**src/rtl/regfile_bypass_sb_pkg.sv**
```systemverilog
// Shared types and defaults for the bypassing register file
// and its scoreboard.
package regfile_pkg;

    localparam int DEF_DATA_W   = 16;
    localparam int DEF_NUM_REGS = 16;
    localparam int DEF_ADDR_W   = $clog2(DEF_NUM_REGS);

    typedef logic [DEF_ADDR_W-1:0] reg_idx_t;
    typedef logic [DEF_DATA_W-1:0] reg_word_t;

    localparam int ZERO_IDX = 0;

endpackage

```
**src/rtl/regfile_bypass_sb_if.sv**
```systemverilog
// Decode/writeback bundle for the register file: read ports,
// two write ports, reservation request and scoreboard status.
interface regfile_bypass_sb_if
    import regfile_pkg::*;
#(
    parameter int DATA_W   = DEF_DATA_W,
    parameter int NUM_REGS = DEF_NUM_REGS
);
    localparam int ADDR_W = $clog2(NUM_REGS);

    logic [ADDR_W-1:0] rd_addr1;
    logic [ADDR_W-1:0] rd_addr2;
    logic [DATA_W-1:0] rd_data1;
    logic [DATA_W-1:0] rd_data2;
    logic              rd_busy1;
    logic              rd_busy2;

    logic              wa_en;
    logic [ADDR_W-1:0] wa_addr;
    logic [DATA_W-1:0] wa_data;
    logic              wb_en;
    logic [ADDR_W-1:0] wb_addr;
    logic [DATA_W-1:0] wb_data;

    logic              rsv_en;
    logic [ADDR_W-1:0] rsv_addr;
    logic              rsv_ack;
    logic              any_busy;

    modport master (
        output rd_addr1, rd_addr2,
        output wa_en, wa_addr, wa_data,
        output wb_en, wb_addr, wb_data,
        output rsv_en, rsv_addr,
        input  rd_data1, rd_data2,
        input  rd_busy1, rd_busy2,
        input  rsv_ack, any_busy
    );

    modport slave (
        input  rd_addr1, rd_addr2,
        input  wa_en, wa_addr, wa_data,
        input  wb_en, wb_addr, wb_data,
        input  rsv_en, rsv_addr,
        output rd_data1, rd_data2,
        output rd_busy1, rd_busy2,
        output rsv_ack, any_busy
    );

endinterface

```
**src/rtl/regfile_bypass_sb_read_port.sv**
```systemverilog
// One combinational read port: zero-register override, same-cycle
// write bypass (port B over port A) and scoreboard busy select.
module rf_read_port
    import regfile_pkg::*;
#(
    parameter int DATA_W   = DEF_DATA_W,
    parameter int NUM_REGS = DEF_NUM_REGS,
    parameter int ZERO_REG = 1,
    parameter int BYPASS   = 1,
    localparam int ADDR_W  = $clog2(NUM_REGS)
) (
    input  logic                             rst_i,
    input  logic [ADDR_W-1:0]                addr_i,
    input  logic [NUM_REGS-1:0][DATA_W-1:0]  regs_i,
    input  logic [NUM_REGS-1:0]              busy_i,
    input  logic                             wa_en_i,
    input  logic [ADDR_W-1:0]                wa_addr_i,
    input  logic [DATA_W-1:0]                wa_data_i,
    input  logic                             wb_en_i,
    input  logic [ADDR_W-1:0]                wb_addr_i,
    input  logic [DATA_W-1:0]                wb_data_i,
    output logic [DATA_W-1:0]                data_o,
    output logic                             busy_o
);

    logic hit_a;
    logic hit_b;
    logic is_zero;

    always_comb begin
        hit_a   = (BYPASS != 0) && wa_en_i && (wa_addr_i == addr_i);
        hit_b   = (BYPASS != 0) && wb_en_i && (wb_addr_i == addr_i);
        is_zero = (ZERO_REG != 0) && (addr_i == ADDR_W'(ZERO_IDX));

        // Bypass would otherwise leak write data while reset holds.
        if (rst_i || is_zero) begin
            data_o = '0;
        end else if (hit_b) begin
            data_o = wb_data_i;
        end else if (hit_a) begin
            data_o = wa_data_i;
        end else begin
            data_o = regs_i[addr_i];
        end

        // A bypassed write is consumable now, so it is not busy.
        if (rst_i || hit_a || hit_b) begin
            busy_o = 1'b0;
        end else begin
            busy_o = busy_i[addr_i];
        end
    end

endmodule

```
**src/rtl/regfile_bypass_sb.sv**
```systemverilog
// Two-read, two-write register file with write bypass and a
// per-register busy scoreboard for issue stalls.
module regfile_bypass_sb
    import regfile_pkg::*;
#(
    parameter int DATA_W   = DEF_DATA_W,
    parameter int NUM_REGS = DEF_NUM_REGS,
    parameter int ZERO_REG = 1,
    parameter int BYPASS   = 1
) (
    input  logic                clk,
    input  logic                rst,
    regfile_bypass_sb_if.slave  rf
);

    localparam int ADDR_W = $clog2(NUM_REGS);

    logic [NUM_REGS-1:0][DATA_W-1:0] regs_q, regs_d;
    logic [NUM_REGS-1:0]             busy_q, busy_d;
    logic                            ack_q, ack_d;

    logic rsv_ok;
    logic rsv_zero;
    logic wa_ok;
    logic wb_ok;

    always_comb begin
        regs_d   = regs_q;
        busy_d   = busy_q;
        rsv_zero = (ZERO_REG != 0) && (rf.rsv_addr == ADDR_W'(ZERO_IDX));
        wa_ok    = rf.wa_en &&
                   !((ZERO_REG != 0) && (rf.wa_addr == ADDR_W'(ZERO_IDX)));
        wb_ok    = rf.wb_en &&
                   !((ZERO_REG != 0) && (rf.wb_addr == ADDR_W'(ZERO_IDX)));
        rsv_ok   = rf.rsv_en && !busy_q[rf.rsv_addr];
        ack_d    = rsv_ok;

        if (rsv_ok && !rsv_zero) begin
            busy_d[rf.rsv_addr] = 1'b1;
        end
        // Writes come after the set so a same-index clear wins,
        // and port B after port A so B wins an address collision.
        if (wa_ok) begin
            regs_d[rf.wa_addr] = rf.wa_data;
            busy_d[rf.wa_addr] = 1'b0;
        end
        if (wb_ok) begin
            regs_d[rf.wb_addr] = rf.wb_data;
            busy_d[rf.wb_addr] = 1'b0;
        end
    end

    always_ff @(posedge clk or posedge rst) begin
        if (rst) begin
            regs_q <= '0;
            busy_q <= '0;
            ack_q  <= 1'b0;
        end else begin
            regs_q <= regs_d;
            busy_q <= busy_d;
            ack_q  <= ack_d;
        end
    end

    assign rf.rsv_ack  = ack_q;
    assign rf.any_busy = |busy_q;

    rf_read_port #(
        .DATA_W   (DATA_W),
        .NUM_REGS (NUM_REGS),
        .ZERO_REG (ZERO_REG),
        .BYPASS   (BYPASS)
    ) u_rp1 (
        .rst_i     (rst),
        .addr_i    (rf.rd_addr1),
        .regs_i    (regs_q),
        .busy_i    (busy_q),
        .wa_en_i   (rf.wa_en),
        .wa_addr_i (rf.wa_addr),
        .wa_data_i (rf.wa_data),
        .wb_en_i   (rf.wb_en),
        .wb_addr_i (rf.wb_addr),
        .wb_data_i (rf.wb_data),
        .data_o    (rf.rd_data1),
        .busy_o    (rf.rd_busy1)
    );

    rf_read_port #(
        .DATA_W   (DATA_W),
        .NUM_REGS (NUM_REGS),
        .ZERO_REG (ZERO_REG),
        .BYPASS   (BYPASS)
    ) u_rp2 (
        .rst_i     (rst),
        .addr_i    (rf.rd_addr2),
        .regs_i    (regs_q),
        .busy_i    (busy_q),
        .wa_en_i   (rf.wa_en),
        .wa_addr_i (rf.wa_addr),
        .wa_data_i (rf.wa_data),
        .wb_en_i   (rf.wb_en),
        .wb_addr_i (rf.wb_addr),
        .wb_data_i (rf.wb_data),
        .data_o    (rf.rd_data2),
        .busy_o    (rf.rd_busy2)
    );

endmodule
```
**src/flat_wrapper.sv**
```systemverilog
// flat-port wrapper written by rule: the top's interface ports become plain ports
module regfile_bypass_sb_flat import regfile_pkg::*;
#(
    parameter int DATA_W   = DEF_DATA_W,
    parameter int NUM_REGS = DEF_NUM_REGS,
    parameter int ZERO_REG = 1,
    parameter int BYPASS   = 1
)
  (clk, rst, rf_rd_addr1, rf_rd_addr2, rf_wa_en, rf_wa_addr, rf_wa_data, rf_wb_en, rf_wb_addr, rf_wb_data, rf_rsv_en, rf_rsv_addr, rf_rd_data1, rf_rd_data2, rf_rd_busy1, rf_rd_busy2, rf_rsv_ack, rf_any_busy);
  regfile_bypass_sb_if #(.DATA_W(DATA_W), .NUM_REGS(NUM_REGS)) rf_i ();
  input  logic clk;
  input  logic rst;
  input wire logic [$bits(rf_i.rd_addr1)-1:0] rf_rd_addr1;
  input wire logic [$bits(rf_i.rd_addr2)-1:0] rf_rd_addr2;
  input wire logic [$bits(rf_i.wa_en)-1:0] rf_wa_en;
  input wire logic [$bits(rf_i.wa_addr)-1:0] rf_wa_addr;
  input wire logic [$bits(rf_i.wa_data)-1:0] rf_wa_data;
  input wire logic [$bits(rf_i.wb_en)-1:0] rf_wb_en;
  input wire logic [$bits(rf_i.wb_addr)-1:0] rf_wb_addr;
  input wire logic [$bits(rf_i.wb_data)-1:0] rf_wb_data;
  input wire logic [$bits(rf_i.rsv_en)-1:0] rf_rsv_en;
  input wire logic [$bits(rf_i.rsv_addr)-1:0] rf_rsv_addr;
  output wire logic [$bits(rf_i.rd_data1)-1:0] rf_rd_data1;
  output wire logic [$bits(rf_i.rd_data2)-1:0] rf_rd_data2;
  output wire logic [$bits(rf_i.rd_busy1)-1:0] rf_rd_busy1;
  output wire logic [$bits(rf_i.rd_busy2)-1:0] rf_rd_busy2;
  output wire logic [$bits(rf_i.rsv_ack)-1:0] rf_rsv_ack;
  output wire logic [$bits(rf_i.any_busy)-1:0] rf_any_busy;
  assign rf_i.rd_addr1 = rf_rd_addr1;
  assign rf_i.rd_addr2 = rf_rd_addr2;
  assign rf_i.wa_en = rf_wa_en;
  assign rf_i.wa_addr = rf_wa_addr;
  assign rf_i.wa_data = rf_wa_data;
  assign rf_i.wb_en = rf_wb_en;
  assign rf_i.wb_addr = rf_wb_addr;
  assign rf_i.wb_data = rf_wb_data;
  assign rf_i.rsv_en = rf_rsv_en;
  assign rf_i.rsv_addr = rf_rsv_addr;
  assign rf_rd_data1 = rf_i.rd_data1;
  assign rf_rd_data2 = rf_i.rd_data2;
  assign rf_rd_busy1 = rf_i.rd_busy1;
  assign rf_rd_busy2 = rf_i.rd_busy2;
  assign rf_rsv_ack = rf_i.rsv_ack;
  assign rf_any_busy = rf_i.any_busy;
  regfile_bypass_sb #(.DATA_W(DATA_W), .NUM_REGS(NUM_REGS), .ZERO_REG(ZERO_REG), .BYPASS(BYPASS)) u_core (.clk(clk), .rst(rst), .rf(rf_i));
endmodule
```
**config.mk**
```make
export PLATFORM = sky130hd
export DESIGN_NAME = regfile_bypass_sb_flat
export DESIGN_NICKNAME = d
export VERILOG_FILES = /design/src/rtl/regfile_bypass_sb_pkg.sv /design/src/rtl/regfile_bypass_sb_if.sv /design/src/rtl/regfile_bypass_sb_read_port.sv /design/src/rtl/regfile_bypass_sb.sv /design/src/flat_wrapper.sv
export SDC_FILE = /design/constraint.sdc
export NUM_CORES = 1
export LEC_CHECK = 0
export BUFFER_PORTS_ARGS = -buffer_cell sky130_fd_sc_hd__clkbuf_2
export CORE_ASPECT_RATIO = 0.7
export CORE_UTILIZATION = 57
export CTS_CLUSTER_SIZE = 8
export DETAILED_ROUTE_END_ITERATION = 10
export GPL_ROUTABILITY_DRIVEN = 0
export PLACE_DENSITY = 0.79
export SLEW_MARGIN = 20
export SYNTH_ARGS = -nofsm -noshare
export SYNTH_HDL_FRONTEND = slang
export SYNTH_SLANG_ARGS = --single-unit
```
**constraint.sdc**
```tcl
create_clock -name clk -period 7.2 [get_ports clk]
set_clock_uncertainty 0.2 [all_clocks]
set_input_delay 0 -clock clk [delete_from_list [all_inputs] [get_ports clk]]
set_output_delay 0 -clock clk [all_outputs]
set_load 0.02 [all_outputs]
```
== Word level (Yosys, flattened, before mapping) ==
Cells that the tools add are included.
Widths: inputs -> output; s select.

* Bits in registers: 273
* Input port bits: 57
* Output and inout port bits: 36
* Logic and storage cells: 97

* $lt $le $gt $ge: 8
* Eq/ne operators: 4
* Multiplexer cells: 35
* Bitwise gates (word level): 5
* Reduce and logical (&&, ||, !) cells: 27

{| class="wikitable"
|+ Operators by type and width
! kind !! number
|-
| $bwmux 256 || 2
|-
| $mux 256 || 2
|-
| $mux 16 || 13
|-
| $bmux 16 s4 || 2
|-
| $demux 16 s4 || 2
|-
| $and 16x16->16 || 2
|-
| $not 16->16 || 2
|-
| $lt 4x5->1 const B || 5
|-
| $logic_not 4->1 || 5
|-
| $eq 4x4->1 || 4
|-
| $or 16x16->16 || 1
|-
| $reduce_or 16->1 || 1
|-
| $bmux 1 s4 || 3
|-
| $demux 1 s4 || 3
|-
| $ge 4x1->1 const B || 3
|-
| $logic_and 1x1->1 || 11
|-
| $mux 1 || 8
|-
| $logic_or 1x1->1 || 6
|-
| $logic_not 1->1 || 4
|}

== Logic depth before layout (Yosys ltp) ==
Gate-level depths: netlist of run 1.

* Depth in word-level cells: 10
* Depth in mapped cells: 9
* Gate-level depth less buffers: 5

== Hierarchy ==
Synthesis of run 1 repeated with hierarchy kept, for this count alone.

* Cells, all modules: 2132
* Area total of the unflattened synthesis: 19777.7 sq um

{| class="wikitable"
|+ Modules (own cells, without submodules)
! module !! instances !! cells each !! area each (sq um) !! sequential area each (sq um)
|-
| regfile_bypass_sb || 1 || 1590 || 13736.9 || 6831.6
|-
| rf_read_port || 2 || 271 || 3020.4 || 0.0
|}

== Worst setup path before layout of run 1 ==
OpenSTA, ideal clock, no wires.

* Path type: input to output
* Start point: in rst
* End point: out rf_rd_data2[15]
* Arrival: 8042 ps
* Required time: 7000 ps
* Path slack: -1042 ps
* Cell stages on the path: 4
* Path buffers: 1
* Path through: inv_1 o41ai_4 buf_2 a2111oi_1

* Word-level cells in the longest chain between the ends: 2

{| class="wikitable"
|+ Ends and longest elaborated chain
! item !! RTL line !! RTL
|-
| start: declaration || flat_wrapper.sv:12 || <nowiki>input logic rst;</nowiki>
|-
| $logic_or 1x1->1 || regfile_bypass_sb_read_port.sv:36 || <nowiki>if (rst_i || is_zero) begin</nowiki>
|-
| $mux 16 || regfile_bypass_sb_read_port.sv:36 ||
|-
| end: declaration || flat_wrapper.sv:24 || <nowiki>output wire logic [$bits(rf_i.rd_data2)-1:0] rf_rd_data2;</nowiki>
|}

No other way between the ends.

== Worst setup path after layout of run 1 ==
* Start point: in rf_rd_addr2[1]
* End point: out rf_rd_data2[6]

* Word-level cells in the longest chain between the ends: 5
* Elaborated cells between the ends (all ways): 11
* Those cells by class: eq/ne: 2; mux: 5; reduce/logical: 4

{| class="wikitable"
|+ Ends and longest elaborated chain
! item !! RTL line !! RTL
|-
| start: declaration || flat_wrapper.sv:14 || <nowiki>input wire logic [$bits(rf_i.rd_addr2)-1:0] rf_rd_addr2;</nowiki>
|-
| $bmux 16 s4 or $eq 4x4->1 (tied branches) || regfile_bypass_sb_read_port.sv:43, regfile_bypass_sb_read_port.sv:31 ||
|-
| $mux 16 (implied by the code) or $logic_and 1x1->1 (tied branches) || regfile_bypass_sb_read_port.sv:43, regfile_bypass_sb_read_port.sv:31 ||
|-
| $mux 16 || regfile_bypass_sb_read_port.sv:40 || <nowiki>end else if (hit_a) begin</nowiki>
|-
| $mux 16 || regfile_bypass_sb_read_port.sv:38 || <nowiki>end else if (hit_b) begin</nowiki>
|-
| $mux 16 * || regfile_bypass_sb_read_port.sv:36 ||
|}

Every way passes the cells marked *; elsewhere a longest branch is shown, timed or not. The select of a mux whose other input is x is not followed.

==> reports/results.ini, run 1 <==
[global_routing]
grt_max_degree = 81
overflow = 0
grt_use_total = 0.376
grt_pass1_vias = 14800
antenna_found_initial = 1
grt_pass1_wl_um = 91600

[worst_hold_path]
hp-class = in2async

[setup_path]
cp-start-kind = input port
critPathArrivalTime_ns = 3.53
worstSetupEndpointType = output port
r2r-start = u_core.busy_q[6]$_DFF_PP0_
crit_path_max_fanout = 39
worstSetupPathType = in2out
ff2ff_path_depth = 6
critPathRequiredTime_ns = 7.00
cp-startpoint = rf_rd_addr2[1]

[die]
die_area_mm2 = 0.0326
die_w_um = 215
ioPinCount = 93
coreArea_mm2 = 0.0313
start_util = 0.581
fp-row-count = 54
die_y_um = 151

[sta]
setup_tns_ns = 0
period_minus_slack_ns = 3.73
fmax_mhz = 268
drv_slew = 0
relSlewSlack = 0.237
fin_crit_sh = 0.518
worst_slack_ns = 3.47
finalHoldViolCount = 0
tightest_slew_ns = 1.14
finalSetupViolations = 0
rsz0062_at_grt = no

[route]
drcViolationCount = 0
first_pass_iters = 7
viasPerCell = 7.05
vias = 15300
drt_iter0_drc = 2338
ant_nets = 0
wl_per_cell_um = 27.8
wirelength_um = 60500

[pwr]
p_per_area_mw_per_mm2 = 268
ir_worst_vdd_uv = 200
leakage_nw = 8.41

[synth]
yosysUniqueCellTypes = 55
synth_common_cells = mux2i_1 (275), dfrtp_1 (273), nor2_1 (213), a21oi_1 (180), mux4_2 (129)
synth_area_leaders = dfrtp_1 (38%), mux4_2 (16%), mux2i_1 (15%)
synth_fp_nets = 1778
yosysWarnings = 0
syn_area_mm2 = 0.0182
synth_top_area_share = 0.376
synth-seq-cells = 273
syn_inst = 1721
synth_most_common_cell = mux2i_1
synth_area_leader_cell = dfrtp_1
ys.flop_type = dfrtp_1
synth_edf_count = 0
synthArstFlopShare = 1.00
seq_area_frac_synth = 0.376
synth.avg_cell_area_um2 = 10.6

[clock_tree]
path_clk_slew_ns = 0.05
cts_tree = done
root_buffer = clkbuf_16
cts_made_buffers = 40
clkLatencyLatePin_ns = 0.53
h-tree-depth = 2
clock_path_buffers = 3
cts_num_sinks = 273

[place]
dpl.hpwl_um = 37300
dp_slack_ns = 3.61
place_area_mm2 = 0.0185
portBuffers = 92

[final_layout]
syn_to_final_growth_pct = 11.6
diodes = 0
design_area_mm2 = 0.0203
final_nets = 1810
multi_input_comb_area_mm2 = 0.0103
drive_gt1_frac = 0.222
n_fill_cell = 2288
final-seq-area_mm2 = 0.00683

[run]
drv_cap = 0

[status]
status = complete, no violations

path summary, 6_finish.rpt:
| path | end | slack, ns |
|---|---|---|
| min | u_core.regs_q[142]$_DFF_PP0_ | 0.04 |
| max in group asynchronous | u_core.regs_q[21]$_DFF_PP0_ | 4.71 |
| max reg2reg | u_core.busy_q[4]$_DFF_PP0_ | 4.32 |
| min in group clk | u_core.regs_q[1]$_DFF_PP0_ | 0.20 |
| max | rf_rd_data2[6] | 3.47 |
| min reg2reg | u_core.regs_q[1]$_DFF_PP0_ | 0.20 |
layout by cell type (no fill, tap or decap), drive strengths merged, types with 8 or more instances in the layout:
| master | n |
|---|---|
| o21ai | 92 |
| mux2i | 275 |
| clkbuf | 131 |
| a221o | 15 |
| nand2b | 8 |
| nor2 | 221 |
| buf | 49 |
| dfrtp | 273 |
| a211oi | 18 |
| dlygate4sd3 | 76 |
| nor4 | 23 |
| o22ai | 14 |
| xor2 | 9 |
| mux2 | 45 |
| mux4 | 129 |
| a21oi | 180 |
| nand2 | 100 |
| a22o | 14 |
| a2111oi | 15 |
worst max-delay path: stages:
cell,delay [ns]
buf_4,0.44
buf_4,0.64
xor2_1,0.20
nor4_4,0.90
nor3b_4,0.83
a221o_1,0.28
clkbuf_2,0.18
power breakdown:
part / leakage [nW] / switching (W) / internal, W / total, W
logic: 4.65 / 0.000727 / 0.000797 / 0.00152
clock network: 0.511 / 0.000669 / 0.000996 / 0.00167
registers: 3.25 / 0.000345 / 0.00191 / 0.00225
total: 8.41 / 0.00174 / 0.00370 / 0.00544
kinds of logic (layout without fill, tap and decap cells):
family / count (synthesis) / after routing / share of synthesized area
XOR/XNOR: 16 / 16 / 0.00771
buffers and inverters: 229 / 262 / 0.0608
flip-flops: 273 / 273 / 0.376
AO/OA/AOI/OAI: 362 / 362 / 0.122
AND/OR/NAND/NOR: 392 / 392 / 0.0946
multiplexers: 449 / 449 / 0.339
sequential cells by signal (all words and copies together), names as in the netlist:
register and count:
u_core.rf.rsv_ack 1, u_core.busy_q 16, u_core.regs_q 256
layer usage:
metal / up-vias / global-route usage / routed length (µm)
li1: 6339 / - / -
met1: 7419 / 0.499 / 22900
met2: 1299 / 0.556 / 26100
met3: 269 / 0.124 / 8360
met4: 2 / 0.189 / 3170
met5: - / 0 / 13
metrics by stage:
step	instances	total power [W]	hold WS (ns)	utilization
after CTS	2173	0.00538	0.0160	0.648
after detailed placement	2054	0.00365	0.0231	0.590
after global routing	2174	0.00563	0.0953	0.648
final	2174	0.00544	0.0427	0.648
after global placement	2054	0.00358	0.0223	0.590
after floorplan	1721	0.00324	-0.115	-
final cells by class:
cell class / count / area share
Clock buffer: 42 / 0.0508
Timing Repair Buffer: 214 / 0.0780
Inverter: 5 / 0.00111
Clock inverter: 1 / 0.000432
Sequential cell: 273 / 0.337
Tap cell: 420 / 0.0259
Multi-Input combinational cell: 1219 / 0.507
repair_timing:
item	in CTS	in global routing
gates resized for setup	0	0
buffers inserted	0	0
hold buffers	76	0
endpoints found under the hold margin	286	0
(Power assumes the default switching activity.)
==> run 2, diff against run 1 <==
Settings changed: CORE_UTILIZATION 57 to 63, PLACE_DENSITY 0.79 to 0.83.
Clock period 7.2 ns to 3.7 ns, I/O delays scaled along.
==> reports/results.ini, run 2 (synthesis gave the netlist of run 1 again) <==
[final_layout]
final_util = 0.732  ; was 0.648
largest_register_ffs = 256  ; unchanged
drive_gt1_frac = 0.239  ; was 0.222
design_area_mm2 = 0.0205  ; was 0.0203 mm²
final_nets = 1827  ; was 1810
layout_common_cells = mux2i_1 (275), dfrtp_1 (273), nor2_1 (211), a21oi_1 (180), mux4_2 (129)  ; unchanged
syn_to_final_growth_pct = 13.0  ; was 11.6%
n_fill_cell = 1835  ; was 2288
top_register = u_core.regs_q  ; unchanged
layout_commonest_cell = mux2i_1  ; unchanged

[route]
first_pass_iters = 7  ; unchanged
ant_nets = 0  ; unchanged
vias = 15900  ; was 15300
viasPerCell = 7.43  ; was 7.05
drcViolationCount = 0  ; unchanged
wirelength_um = 63000  ; was 60500 µm
drt_iter0_drc = 2807  ; was 2338
wl_per_cell_um = 29.4  ; was 27.8 µm

[setup_path]
critPathRequiredTime_ns = 3.97  ; was 7.00 ns
r2r-start = u_core.busy_q[3]$_DFF_PP0_  ; was u_core.busy_q[6]$_DFF_PP0_
timing.rr.end = u_core.busy_q[3]$_DFF_PP0_  ; was u_core.busy_q[4]$_DFF_PP0_
slowest_stage = or4_4  ; was nor4_4
ff2ff_path_depth = 7  ; was 6
cp_num_cells = 7  ; unchanged
worstPathCellList = mux4_2, or4_4, nor2_1, dlygate4sd3_1, nor2_1, a211oi_2, dlygate4sd3_1  ; was buf_4, buf_4, xor2_1, nor4_4, nor3b_4, a221o_1, clkbuf_2
crit_buf_inv = 2  ; was 3
critPathTopFamily = buffers and inverters  ; was simple AND/OR/NAND/NOR gates
crit_path_max_fanout = 5  ; was 39
worstSetupPathType = reg2reg  ; was in2out
cp-start-kind = register  ; was input port
critical_path.max_stage_delay_ns = 0.57  ; was 0.90 ns
worstSetupEndpointType = register  ; was output port
critPathArrivalTime_ns = 3.49  ; was 3.53 ns
r2r_setup_slack_ns = 0.48  ; was 4.32 ns
cp-startpoint = u_core.busy_q[3]$_DFF_PP0_  ; was rf_rd_addr2[1]
crit_path_end = u_core.busy_q[3]$_DFF_PP0_  ; was rf_rd_data2[6]

[die]
coreArea_mm2 = 0.0281  ; was 0.0313 mm²
die_area_mm2 = 0.0295  ; was 0.0326 mm²
fp-row-count = 51  ; was 54
ioPinCount = 93  ; unchanged
die_y_um = 144  ; was 151 µm
start_util = 0.647  ; was 0.581
die_w_um = 205  ; was 215 µm

[clock_tree]
cts_num_sinks = 273  ; unchanged
path_clk_slew_ns = 0.05  ; about the same
cts_resized = 0  ; unchanged
root_buffer = clkbuf_16  ; unchanged
postCtsSetupBuffers = 0  ; unchanged
h-tree-depth = 2  ; unchanged
cts_tree = done  ; unchanged
cts_made_buffers = 40  ; unchanged
postCtsHoldBufs = 75  ; was 76
clkLatencyLatePin_ns = 0.54  ; was 0.53 ns
clock_path_buffers = 3  ; unchanged

[global_routing]
antenna_found_initial = 3  ; was 1
grt_max_degree = 141  ; was 81
grt_pass1_wl_um = 95300  ; was 91600 µm
grt_pass1_vias = 15900  ; was 14800
overflow = 0  ; unchanged
grt_use_total = 0.437  ; was 0.376

[place]
place_area_mm2 = 0.0187  ; was 0.0185 mm²
dp_slack_ns = 0.834  ; was 3.61 ns
portBuffers = 92  ; unchanged
dpl.hpwl_um = 37900  ; was 37300 µm

[status]
status = complete, no violations  ; unchanged

[run]
drv_cap = 0  ; unchanged

[sta]
rsz0062_at_grt = no  ; unchanged
worst_slack_ns = 0.482  ; was 3.47 ns
tightest_slew_ns = 0.928  ; was 1.14 ns
finalSetupViolations = 0  ; unchanged
fmax_mhz = 311
fin_crit_sh = 0.870
finalHoldViolCount = 0  ; unchanged
period_minus_slack_ns = 3.22
worst_hold_slack_ns = 0.146  ; was 0.0427 ns
drv_slew = 0  ; unchanged
relSlewSlack = 0.381  ; was 0.237

[pwr]
leakage_nw = 8.53  ; was 8.41 nW
p_per_area_mw_per_mm2 = 522  ; was 268 mW/mm²
fin_total_pwr_w = 0.0107  ; was 0.00544 W
ir_worst_vdd_uv = 280  ; was 200 µV

[worst_hold_path]
hp-class = in2async  ; unchanged

run 2: cell types whose count changed in the layout (fill, tap and decap cells not counted):
cell           change
a211oi_1          -16
buf_12             +4
dlygate4sd3_1      -1
buf_4             +16
a211oi_2           +6
diode_2            +2
and4_1             -1
a211oi_4          +10
and4_2             +1
buf_6              -2
run 2: how the worst min path moves through the flow:
stage               from                     endpoint
2_1_floorplan        rst                  rf_rd_busy2
3_3_place_gp   rf_rsv_en  u_core.rf.rsv_ack$_DFF_PP0_
3_5_place_dp   rf_rsv_en  u_core.rf.rsv_ack$_DFF_PP0_
4_1_cts              rst  u_core.regs_q[80]$_DFF_PP0_
5_1_grt              rst  u_core.regs_q[80]$_DFF_PP0_
6_report             rst  u_core.regs_q[80]$_DFF_PP0_
run 2: final cells by class:
cell class	instances	area [µm²]	area share
clock inverters	1	8.76	0.000426
diodes	2	5.00	0.000244
flip-flops and latches	273	6830	0.333
multi-input cells	1219	10400	0.508
repair buffers	231	1750	0.0852
well taps	371	464	0.0226
clock buffers	42	1030	0.0501
inverters	5	22.5	0.00110
run 2: worst min-delay path, stage by stage:
cell and delay [ns]:
dlygate4sd3_1 0.54, clkbuf_2 0.15, clkinvlp_4 0.12, buf_12 0.58
run 2: power by group:
| group | total (W) | switching [W] | leakage, nW | internal [W] |
|---|---|---|---|---|
| Combinational | 0.00304 | 0.00145 | 4.77 | 0.00159 |
| Sequential | 0.00443 | 0.000719 | 3.25 | 0.00371 |
| Clock | 0.00324 | 0.00130 | 0.511 | 0.00194 |
run 2: metrics by stage:
stage	cells	TNS, ns
final	2144	0
after global routing	2142	0
after CTS	2141	0
after detailed placement	2023	0
after global placement	2023	0
after floorplan	1721	-96.63
run 2: per-layer routing:
metal  routed length, µm  GRT usage  vias up
li1                    -          -     6371
met1               21400      0.538     7603
met2               27300      0.642     1529
met3                9720      0.174      417
met4                4570      0.285        6
met5                  68     0.0153        -
